[config.mk]
export PLATFORM = sky130hd
export DESIGN_NAME = gf_alu_serial_ctrl_flat
export DESIGN_NICKNAME = d
export VERILOG_FILES = /design/src/rtl/gf_alu_serial_ctrl_if.sv /design/src/rtl/gf_alu_serial_ctrl.sv /design/src/flat_wrapper.sv
export SDC_FILE = /design/constraint.sdc
export NUM_CORES = 1
export LEC_CHECK = 0
export ABC_CLOCK_PERIOD_IN_PS = 1700
export BUFFER_PORTS_ARGS = -buffer_cell sky130_fd_sc_hd__buf_2
export CAP_MARGIN = 20
export CORE_MARGIN = 2
export CORE_UTILIZATION = 55
export DETAILED_ROUTE_END_ITERATION = 8
export GPL_ROUTABILITY_DRIVEN = 0
export PLACE_DENSITY = 0.88
export SKIP_CTS_REPAIR_TIMING = 1
export SLEW_MARGIN = 40
export SYNTH_ARGS = -nofsm -noshare
export SYNTH_HDL_FRONTEND = slang
export SYNTH_SLANG_ARGS = --single-unit
[constraint.sdc]
create_clock -name clk -period 1.7 [get_ports clk]
set_input_delay 0.085 -clock clk [delete_from_list [all_inputs] [get_ports clk]]
set_output_delay 0.085 -clock clk [all_outputs]
set_load 0.01 [all_outputs]
[src/rtl/gf_alu_serial_ctrl_if.sv]
// gf_alu_serial_ctrl_if
//   Command/result handshake bundle for gf_alu_serial_ctrl.
//   Command: cmd_valid/cmd_ready, cmd_op[2:0], cmd_x/cmd_y[WIDTH].
//   Result : res_valid/res_ready, res_data[WIDTH], res_carry, res_ovf, res_err
//            (+ res_zero when GF_ALU_CTRL_ZFLAG_EN is defined).
//   master: command producer / result consumer; slave: the controller.
interface gf_alu_serial_ctrl_if #(
    parameter int WIDTH = 8
);
    logic             cmd_valid;
    logic             cmd_ready;
    logic [2:0]       cmd_op;
    logic [WIDTH-1:0] cmd_x;
    logic [WIDTH-1:0] cmd_y;
    logic             res_valid;
    logic             res_ready;
    logic [WIDTH-1:0] res_data;
    logic             res_carry;
    logic             res_ovf;
    logic             res_err;
`ifdef GF_ALU_CTRL_ZFLAG_EN
    logic             res_zero;
`endif

    modport master (
        output cmd_valid, cmd_op, cmd_x, cmd_y, res_ready,
        input  cmd_ready, res_valid, res_data, res_carry, res_ovf, res_err
`ifdef GF_ALU_CTRL_ZFLAG_EN
        , input res_zero
`endif
    );

    modport slave (
        input  cmd_valid, cmd_op, cmd_x, cmd_y, res_ready,
        output cmd_ready, res_valid, res_data, res_carry, res_ovf, res_err
`ifdef GF_ALU_CTRL_ZFLAG_EN
        , output res_zero
`endif
    );
endinterface

[src/rtl/gf_alu_serial_ctrl.sv]
// gf_alu_serial_ctrl
//   Word-level sequencer for the 1-bit ALU slice. Latches one command, feeds
//   operands LSB-first into the slice, closes the carry loop around the slice
//   latency (arith ops, one bit per ALU_LAT+1 cycles) or streams bits
//   back-to-back (logic ops), and returns the reassembled word.
// Ports:
//   clk, rst_n           clock, async active-low reset
//   bus (slave)          command/result handshake (gf_alu_serial_ctrl_if)
//   alu_x/alu_y          serial operand bits
//   alu_carry_in/alu_end carry into current bit / MSB marker
//   alu_cmpl_x/y, alu_op_xor/and/arith  slice control lines
//   alu_sum/alu_carry_out/alu_overflow  slice results (ALU_LAT cycles later)
// Optional: GF_ALU_CTRL_ZFLAG_EN adds bus.res_zero.
module gf_alu_serial_ctrl #(
    parameter int WIDTH   = 8,
    parameter int ALU_LAT = 5
) (
    input  logic                 clk,
    input  logic                 rst_n,
    gf_alu_serial_ctrl_if.slave  bus,
    output logic                 alu_x,
    output logic                 alu_y,
    output logic                 alu_carry_in,
    output logic                 alu_end,
    output logic                 alu_cmpl_x,
    output logic                 alu_cmpl_y,
    output logic                 alu_op_xor,
    output logic                 alu_op_and,
    output logic                 alu_op_arith,
    input  logic                 alu_sum,
    input  logic                 alu_carry_out,
    input  logic                 alu_overflow
);
    localparam int IW = (WIDTH > 1) ? $clog2(WIDTH) : 1;
    localparam int LW = $clog2(ALU_LAT + 1);
    localparam logic [IW-1:0] LAST_IDX  = IW'(WIDTH - 1);
    localparam logic [LW-1:0] WAIT_INIT = LW'(ALU_LAT - 1);

    typedef enum logic [2:0] {S_IDLE, S_ISSUE, S_WAIT, S_DRAIN, S_DONE} state_t;

    state_t           state_q, state_d;
    logic [WIDTH-1:0] x_q, y_q, res_data_q;
    logic             arith_q, and_q, xor_q, cmpl_x_q, cmpl_y_q;
    logic             carry_q, res_carry_q, res_ovf_q, res_err_q;
    logic [IW-1:0]    bit_idx_q;
    logic [LW-1:0]    wait_cnt_q;
    // Bit-index delay line for pipelined logic ops: stage ALU_LAT-1 holds the
    // index whose slice result is on alu_sum this cycle.
    logic [ALU_LAT-1:0] dl_v_q;
    logic [IW-1:0]      dl_idx_q [ALU_LAT];

    logic dec_legal, dec_arith, dec_and, dec_xor, dec_cx, dec_cy, dec_cin;
    logic last_bit, ctl_active, cap_logic;

    always_comb begin
        dec_legal = 1'b1;
        dec_arith = 1'b0;
        dec_and   = 1'b0;
        dec_xor   = 1'b0;
        dec_cx    = 1'b0;
        dec_cy    = 1'b0;
        dec_cin   = 1'b0;
        case (bus.cmd_op)
            3'b000:  dec_arith = 1'b1;
            3'b001:  begin dec_arith = 1'b1; dec_cy = 1'b1; dec_cin = 1'b1; end
            3'b010:  begin dec_arith = 1'b1; dec_cx = 1'b1; dec_cin = 1'b1; end
            3'b011:  dec_and = 1'b1;
            3'b100:  dec_xor = 1'b1;
            default: dec_legal = 1'b0;
        endcase
    end

    always_ff @(posedge clk or negedge rst_n) begin
        if (!rst_n) state_q <= S_IDLE;
        else        state_q <= state_d;
    end

    always_comb begin
        state_d      = state_q;
        alu_x        = 1'b0;
        alu_y        = 1'b0;
        alu_carry_in = 1'b0;
        alu_end      = 1'b0;
        last_bit     = (bit_idx_q == LAST_IDX);
        cap_logic    = dl_v_q[ALU_LAT-1];
        ctl_active   = (state_q == S_ISSUE) || (state_q == S_WAIT) || (state_q == S_DRAIN);
        alu_cmpl_x   = ctl_active & cmpl_x_q;
        alu_cmpl_y   = ctl_active & cmpl_y_q;
        alu_op_xor   = ctl_active & xor_q;
        alu_op_and   = ctl_active & and_q;
        alu_op_arith = ctl_active & arith_q;
        bus.cmd_ready = (state_q == S_IDLE);
        bus.res_valid = (state_q == S_DONE);
        case (state_q)
            S_IDLE: begin
                if (bus.cmd_valid) state_d = dec_legal ? S_ISSUE : S_DONE;
            end
            S_ISSUE: begin
                alu_x        = x_q[bit_idx_q];
                alu_y        = y_q[bit_idx_q];
                alu_carry_in = carry_q;
                alu_end      = last_bit;
                if (arith_q)       state_d = S_WAIT;
                else if (last_bit) state_d = S_DRAIN;
            end
            S_WAIT: begin
                if (wait_cnt_q == '0) state_d = last_bit ? S_DONE : S_ISSUE;
            end
            S_DRAIN: begin
                if (cap_logic && dl_idx_q[ALU_LAT-1] == LAST_IDX) state_d = S_DONE;
            end
            S_DONE: begin
                if (bus.res_ready) state_d = S_IDLE;
            end
            default: state_d = S_IDLE;
        endcase
    end

    always_ff @(posedge clk or negedge rst_n) begin
        if (!rst_n) begin
            x_q         <= '0;
            y_q         <= '0;
            res_data_q  <= '0;
            arith_q     <= 1'b0;
            and_q       <= 1'b0;
            xor_q       <= 1'b0;
            cmpl_x_q    <= 1'b0;
            cmpl_y_q    <= 1'b0;
            carry_q     <= 1'b0;
            res_carry_q <= 1'b0;
            res_ovf_q   <= 1'b0;
            res_err_q   <= 1'b0;
            bit_idx_q   <= '0;
            wait_cnt_q  <= '0;
            dl_v_q      <= '0;
            for (int unsigned k = 0; k < ALU_LAT; k++) dl_idx_q[k] <= '0;
        end else begin
            dl_v_q[0]   <= (state_q == S_ISSUE) && !arith_q;
            dl_idx_q[0] <= bit_idx_q;
            for (int unsigned k = ALU_LAT - 1; k > 0; k--) begin
                dl_v_q[k]   <= dl_v_q[k-1];
                dl_idx_q[k] <= dl_idx_q[k-1];
            end
            case (state_q)
                S_IDLE: begin
                    if (bus.cmd_valid) begin
                        x_q         <= bus.cmd_x;
                        y_q         <= bus.cmd_y;
                        arith_q     <= dec_arith;
                        and_q       <= dec_and;
                        xor_q       <= dec_xor;
                        cmpl_x_q    <= dec_cx;
                        cmpl_y_q    <= dec_cy;
                        carry_q     <= dec_cin;
                        bit_idx_q   <= '0;
                        res_data_q  <= '0;
                        res_carry_q <= 1'b0;
                        res_ovf_q   <= 1'b0;
                        res_err_q   <= !dec_legal;
                    end
                end
                S_ISSUE: begin
                    if (arith_q) wait_cnt_q <= WAIT_INIT;
                    else         bit_idx_q  <= bit_idx_q + IW'(1);
                end
                S_WAIT: begin
                    if (wait_cnt_q == '0) begin
                        res_data_q[bit_idx_q] <= alu_sum;
                        carry_q               <= alu_carry_out;
                        if (last_bit) begin
                            res_carry_q <= alu_carry_out;
                            res_ovf_q   <= alu_overflow;
                        end else begin
                            bit_idx_q <= bit_idx_q + IW'(1);
                        end
                    end else begin
                        wait_cnt_q <= wait_cnt_q - LW'(1);
                    end
                end
                default: ;
            endcase
            // Only logic ops load the delay line, so this never collides with
            // the arith capture above or the clear on accept.
            if (cap_logic) res_data_q[dl_idx_q[ALU_LAT-1]] <= alu_sum;
        end
    end

    always_comb begin
        bus.res_data  = res_data_q;
        bus.res_carry = res_carry_q;
        bus.res_ovf   = res_ovf_q;
        bus.res_err   = res_err_q;
`ifdef GF_ALU_CTRL_ZFLAG_EN
        bus.res_zero  = (state_q == S_DONE) && !res_err_q && (res_data_q == '0);
`endif
    end
endmodule

[src/flat_wrapper.sv]
// flat-port wrapper written by rule: the top's interface ports become plain ports
module gf_alu_serial_ctrl_flat 
#(
    parameter int WIDTH   = 8,
    parameter int ALU_LAT = 5
)
  (clk, rst_n, alu_x, alu_y, alu_carry_in, alu_end, alu_cmpl_x, alu_cmpl_y, alu_op_xor, alu_op_and, alu_op_arith, alu_sum, alu_carry_out, alu_overflow, bus_cmd_valid, bus_cmd_op, bus_cmd_x, bus_cmd_y, bus_res_ready, bus_cmd_ready, bus_res_valid, bus_res_data, bus_res_carry, bus_res_ovf, bus_res_err);
  gf_alu_serial_ctrl_if #(.WIDTH(WIDTH)) bus_i ();
  input  logic clk;
  input  logic rst_n;
  output logic alu_x;
  output logic alu_y;
  output logic alu_carry_in;
  output logic alu_end;
  output logic alu_cmpl_x;
  output logic alu_cmpl_y;
  output logic alu_op_xor;
  output logic alu_op_and;
  output logic alu_op_arith;
  input  logic alu_sum;
  input  logic alu_carry_out;
  input  logic alu_overflow;
  input wire logic [$bits(bus_i.cmd_valid)-1:0] bus_cmd_valid;
  input wire logic [$bits(bus_i.cmd_op)-1:0] bus_cmd_op;
  input wire logic [$bits(bus_i.cmd_x)-1:0] bus_cmd_x;
  input wire logic [$bits(bus_i.cmd_y)-1:0] bus_cmd_y;
  input wire logic [$bits(bus_i.res_ready)-1:0] bus_res_ready;
  output wire logic [$bits(bus_i.cmd_ready)-1:0] bus_cmd_ready;
  output wire logic [$bits(bus_i.res_valid)-1:0] bus_res_valid;
  output wire logic [$bits(bus_i.res_data)-1:0] bus_res_data;
  output wire logic [$bits(bus_i.res_carry)-1:0] bus_res_carry;
  output wire logic [$bits(bus_i.res_ovf)-1:0] bus_res_ovf;
  output wire logic [$bits(bus_i.res_err)-1:0] bus_res_err;
  assign bus_i.cmd_valid = bus_cmd_valid;
  assign bus_i.cmd_op = bus_cmd_op;
  assign bus_i.cmd_x = bus_cmd_x;
  assign bus_i.cmd_y = bus_cmd_y;
  assign bus_i.res_ready = bus_res_ready;
  assign bus_cmd_ready = bus_i.cmd_ready;
  assign bus_res_valid = bus_i.res_valid;
  assign bus_res_data = bus_i.res_data;
  assign bus_res_carry = bus_i.res_carry;
  assign bus_res_ovf = bus_i.res_ovf;
  assign bus_res_err = bus_i.res_err;
  gf_alu_serial_ctrl #(.WIDTH(WIDTH), .ALU_LAT(ALU_LAT)) u_core (.clk(clk), .rst_n(rst_n), .bus(bus_i), .alu_x(alu_x), .alu_y(alu_y), .alu_carry_in(alu_carry_in), .alu_end(alu_end), .alu_cmpl_x(alu_cmpl_x), .alu_cmpl_y(alu_cmpl_y), .alu_op_xor(alu_op_xor), .alu_op_and(alu_op_and), .alu_op_arith(alu_op_arith), .alu_sum(alu_sum), .alu_carry_out(alu_carry_out), .alu_overflow(alu_overflow));
endmodule
==> impl_metrics.json <==
{
  "outcome": "complete, but fails checks",
  "violations": "setup timing",
  "die_x_um": 74.9,
  "coreArea_sq_um": 4790,
  "r2r-start": "u_core.bit_idx_q[0]$_DFFE_PN0P_",
  "track_usage": 0.220,
  "synth_edf_count": 0,
  "wl_per_cell_um": 17.3,
  "drcViolationCount": 0,
  "drt-initial-drc-count": 112,
  "numCtsBuffers": 9,
  "yosys_warnings": 0,
  "skew_ps": 3.92,
  "final_core_util": 0.764,
  "vias": 2068,
  "cp-end-kind": "output port",
  "final_cell_mix": "dfrtp_1, buf_2, nand2_1",
  "syn-mean-instance-area_sq_um": 12.7,
  "holdCritStartpoint": "bus_cmd_op[0]",
  "r2r_setup_slack_ps": 0,
  "arrival_ps": 1740,
  "synth_top_cell_area_share": 0.561,
  "start_kind": "flop",
  "htreeDepth": 3,
  "p_per_area_nw_per_um2": 1800,
  "cts_sinks": 62,
  "grt_pass1_vias": 1910,
  "final_net_count": 334,
  "cts_tree": "done",
  "slew_viol_final": 0,
  "diodes": 0,
  "insertion_delay_ps": 330,
  "clkTransAtPathRegs_ps": 70,
  "ys_ff_latch": 62,
  "dieArea_sq_um": 5620,
  "max_cap_violations": 0,
  "via_per_inst": 5.50,
  "max_clock_freq_mhz": 549,
  "syn_inst": 218,
  "clock_path_buffers": 2,
  "portBuffers": 47,
  "timing.final.ws_setup_ps": -122,
  "reg2reg_depth": 8,
  "num_rows": 25,
  "crit_type": "flop to output port",
  "worstMarginPinSlew_ps": 662,
  "min_period_ps": 1820,
  "syn_area_sq_um": 2770,
  "hp-class": "input pin to flop",
  "grt_max_degree": 37,
  "synth_area_leaders": "dfrtp_1, mux2_2, mux2i_1",
  "hold_depth": 2,
  "synth-seq-area-share": 0.561,
  "irDropWorstVdd_mv": 1.02,
  "yosysTopAreaCell": "dfrtp_1",
  "fp.dieH_um": 74.9,
  "whs_endpoint": "u_core.cmpl_x_q$_DFFE_PN0P_",
  "slew_headroom": 0.559,
  "required_ps": 1620,
  "final_hold_viol_count": 0,
  "synth_nets": 248,
  "drt_wl_total_um": 6500,
  "gr-total-overflow": 0,
  "async_flop_share": 1.00,
  "antenna_found_initial": 0,
  "cp_max_fo": 7,
  "fillers": 310,
  "dr.pass1.iters": 4,
  "grt_pass1_wl_um": 8990,
  "setup_violations": 3,
  "final_common_cell": "dfrtp_1",
  "cts_root_buffer": "clkbuf_8",
  "dpl.hpwl_um": 3900,
  "tns_ps": -217,
  "layout_worst_path_cycle_share": 1.07,
  "ant_nets": 0,
  "start_util": 0.578,
  "pin_count": 48,
  "synth_cell_types": 46,
  "drive_gt1_frac": 0.424,
  "rsz0062_at_grt": "yes",
  "reg2reg_to": "u_core.bus.res_carry$_DFFE_PN0P_",
  "area_delta_synth_final_pct": 32.1,
  "p_leak_nw": 1.67,
  "ys.flop_type": "dfrtp_1"
}
metal layers:
layer  up-vias  share of wire  global-route usage  wire length, um
li1        954              -                   -                -
met1      1027           0.41               0.287             2670
met2        73           0.52               0.349             3380
met3        14          0.050              0.0723              327
met4         0          0.018              0.0774              118
met5         -              0                   0                0
power breakdown:
group	switching [mW]	internal [mW]
Clock	0.571	0.711
Sequential	0.397	2.11
Combinational	1.34	1.45
Total	2.31	4.27
sequential cells by signal, indices dropped and copies added (netlist names):
signal / flops
u_core.bus.res_err: 1
u_core.x_q: 8
u_core.y_q: 8
u_core.cmpl_x_q: 1
u_core.dl_v_q: 5
u_core.wait_cnt_q: 3
u_core.carry_q: 1
u_core.arith_q: 1
u_core.bus.res_carry: 1
u_core.xor_q: 1
u_core.cmpl_y_q: 1
u_core.bus.res_data: 8
u_core.bit_idx_q: 3
u_core.bus.res_ovf: 1
u_core.state_q: 3
u_core.dl_idx_q: 15
u_core.and_q: 1
cells in the mapped netlist (all sizes together) (5+ instances only):
| cell | n |
|---|---|
| o21ai | 8 |
| mux2 | 18 |
| nor2 | 11 |
| nand2 | 22 |
| buf | 9 |
| dfrtp | 62 |
| a21oi | 5 |
| and2 | 8 |
| o22ai | 5 |
| nand2b | 7 |
| mux2i | 10 |
| inv | 6 |
worst max-delay path, stage by stage, from the launching register on:
cell	delay, ps
dfrtp_1	370
buf_6	160
mux4_2	530
mux2i_1	150
nor2_1	60
buf_2	140
cell families (layout without fill, tap and decap cells):
group	after synthesis	count (layout)	synth area share
compound gates	38	38	0.109
xor+xnor	1	1	0.00317
fa+ha+maj	4	4	0.0181
buf+inv	15	106	0.0335
flops	62	62	0.561
mux	32	32	0.143
simple gates	66	66	0.133
worst max path at each step:
stage,startpoint,end,slack (ps),depth (start not counted)
after floorplan,u_core.bit_idx_q[0]$_DFFE_PN0P_,u_core.bit_idx_q[0]$_DFFE_PN0P_,100,5
after global placement,u_core.state_q[1]$_DFFE_PN0P_,u_core.state_q[1]$_DFFE_PN0P_,90,4
after detailed placement,u_core.wait_cnt_q[0]$_DFFE_PN0P_,u_core.bit_idx_q[0]$_DFFE_PN0P_,-40,6
after CTS,u_core.bit_idx_q[0]$_DFFE_PN0P_,alu_x,-200,5
after global routing,u_core.bit_idx_q[0]$_DFFE_PN0P_,alu_x,-220,5
final,u_core.bit_idx_q[0]$_DFFE_PN0P_,alu_x,-120,5
metrics by stage:
step	worst slack, ps	cell area, sq um	hold slack [ps]	power, mW	cells
floorplan	100	2770	-211	4.14	218
global route	-218	3660	22.0	6.97	376
finish	-122	3660	14.2	6.57	376
global placement	85.7	3140	134	4.73	336
detailed placement	-38.2	3140	141	4.89	336
CTS	-196	3340	-224	6.19	352
cell type report:
| class | instances | area [sq um] | area share |
|---|---|---|---|
| multi-input cells | 141 | 1200 | 0.328 |
| clock inverters | 6 | 61.3 | 0.0168 |
| clock buffers | 10 | 138 | 0.0376 |
| well taps | 67 | 83.8 | 0.0229 |
| inverters | 6 | 22.5 | 0.00616 |
| repair buffers | 84 | 597 | 0.163 |
| flip-flops and latches | 62 | 1560 | 0.425 |
No activity file was read; power rests on OpenSTA's default activity.
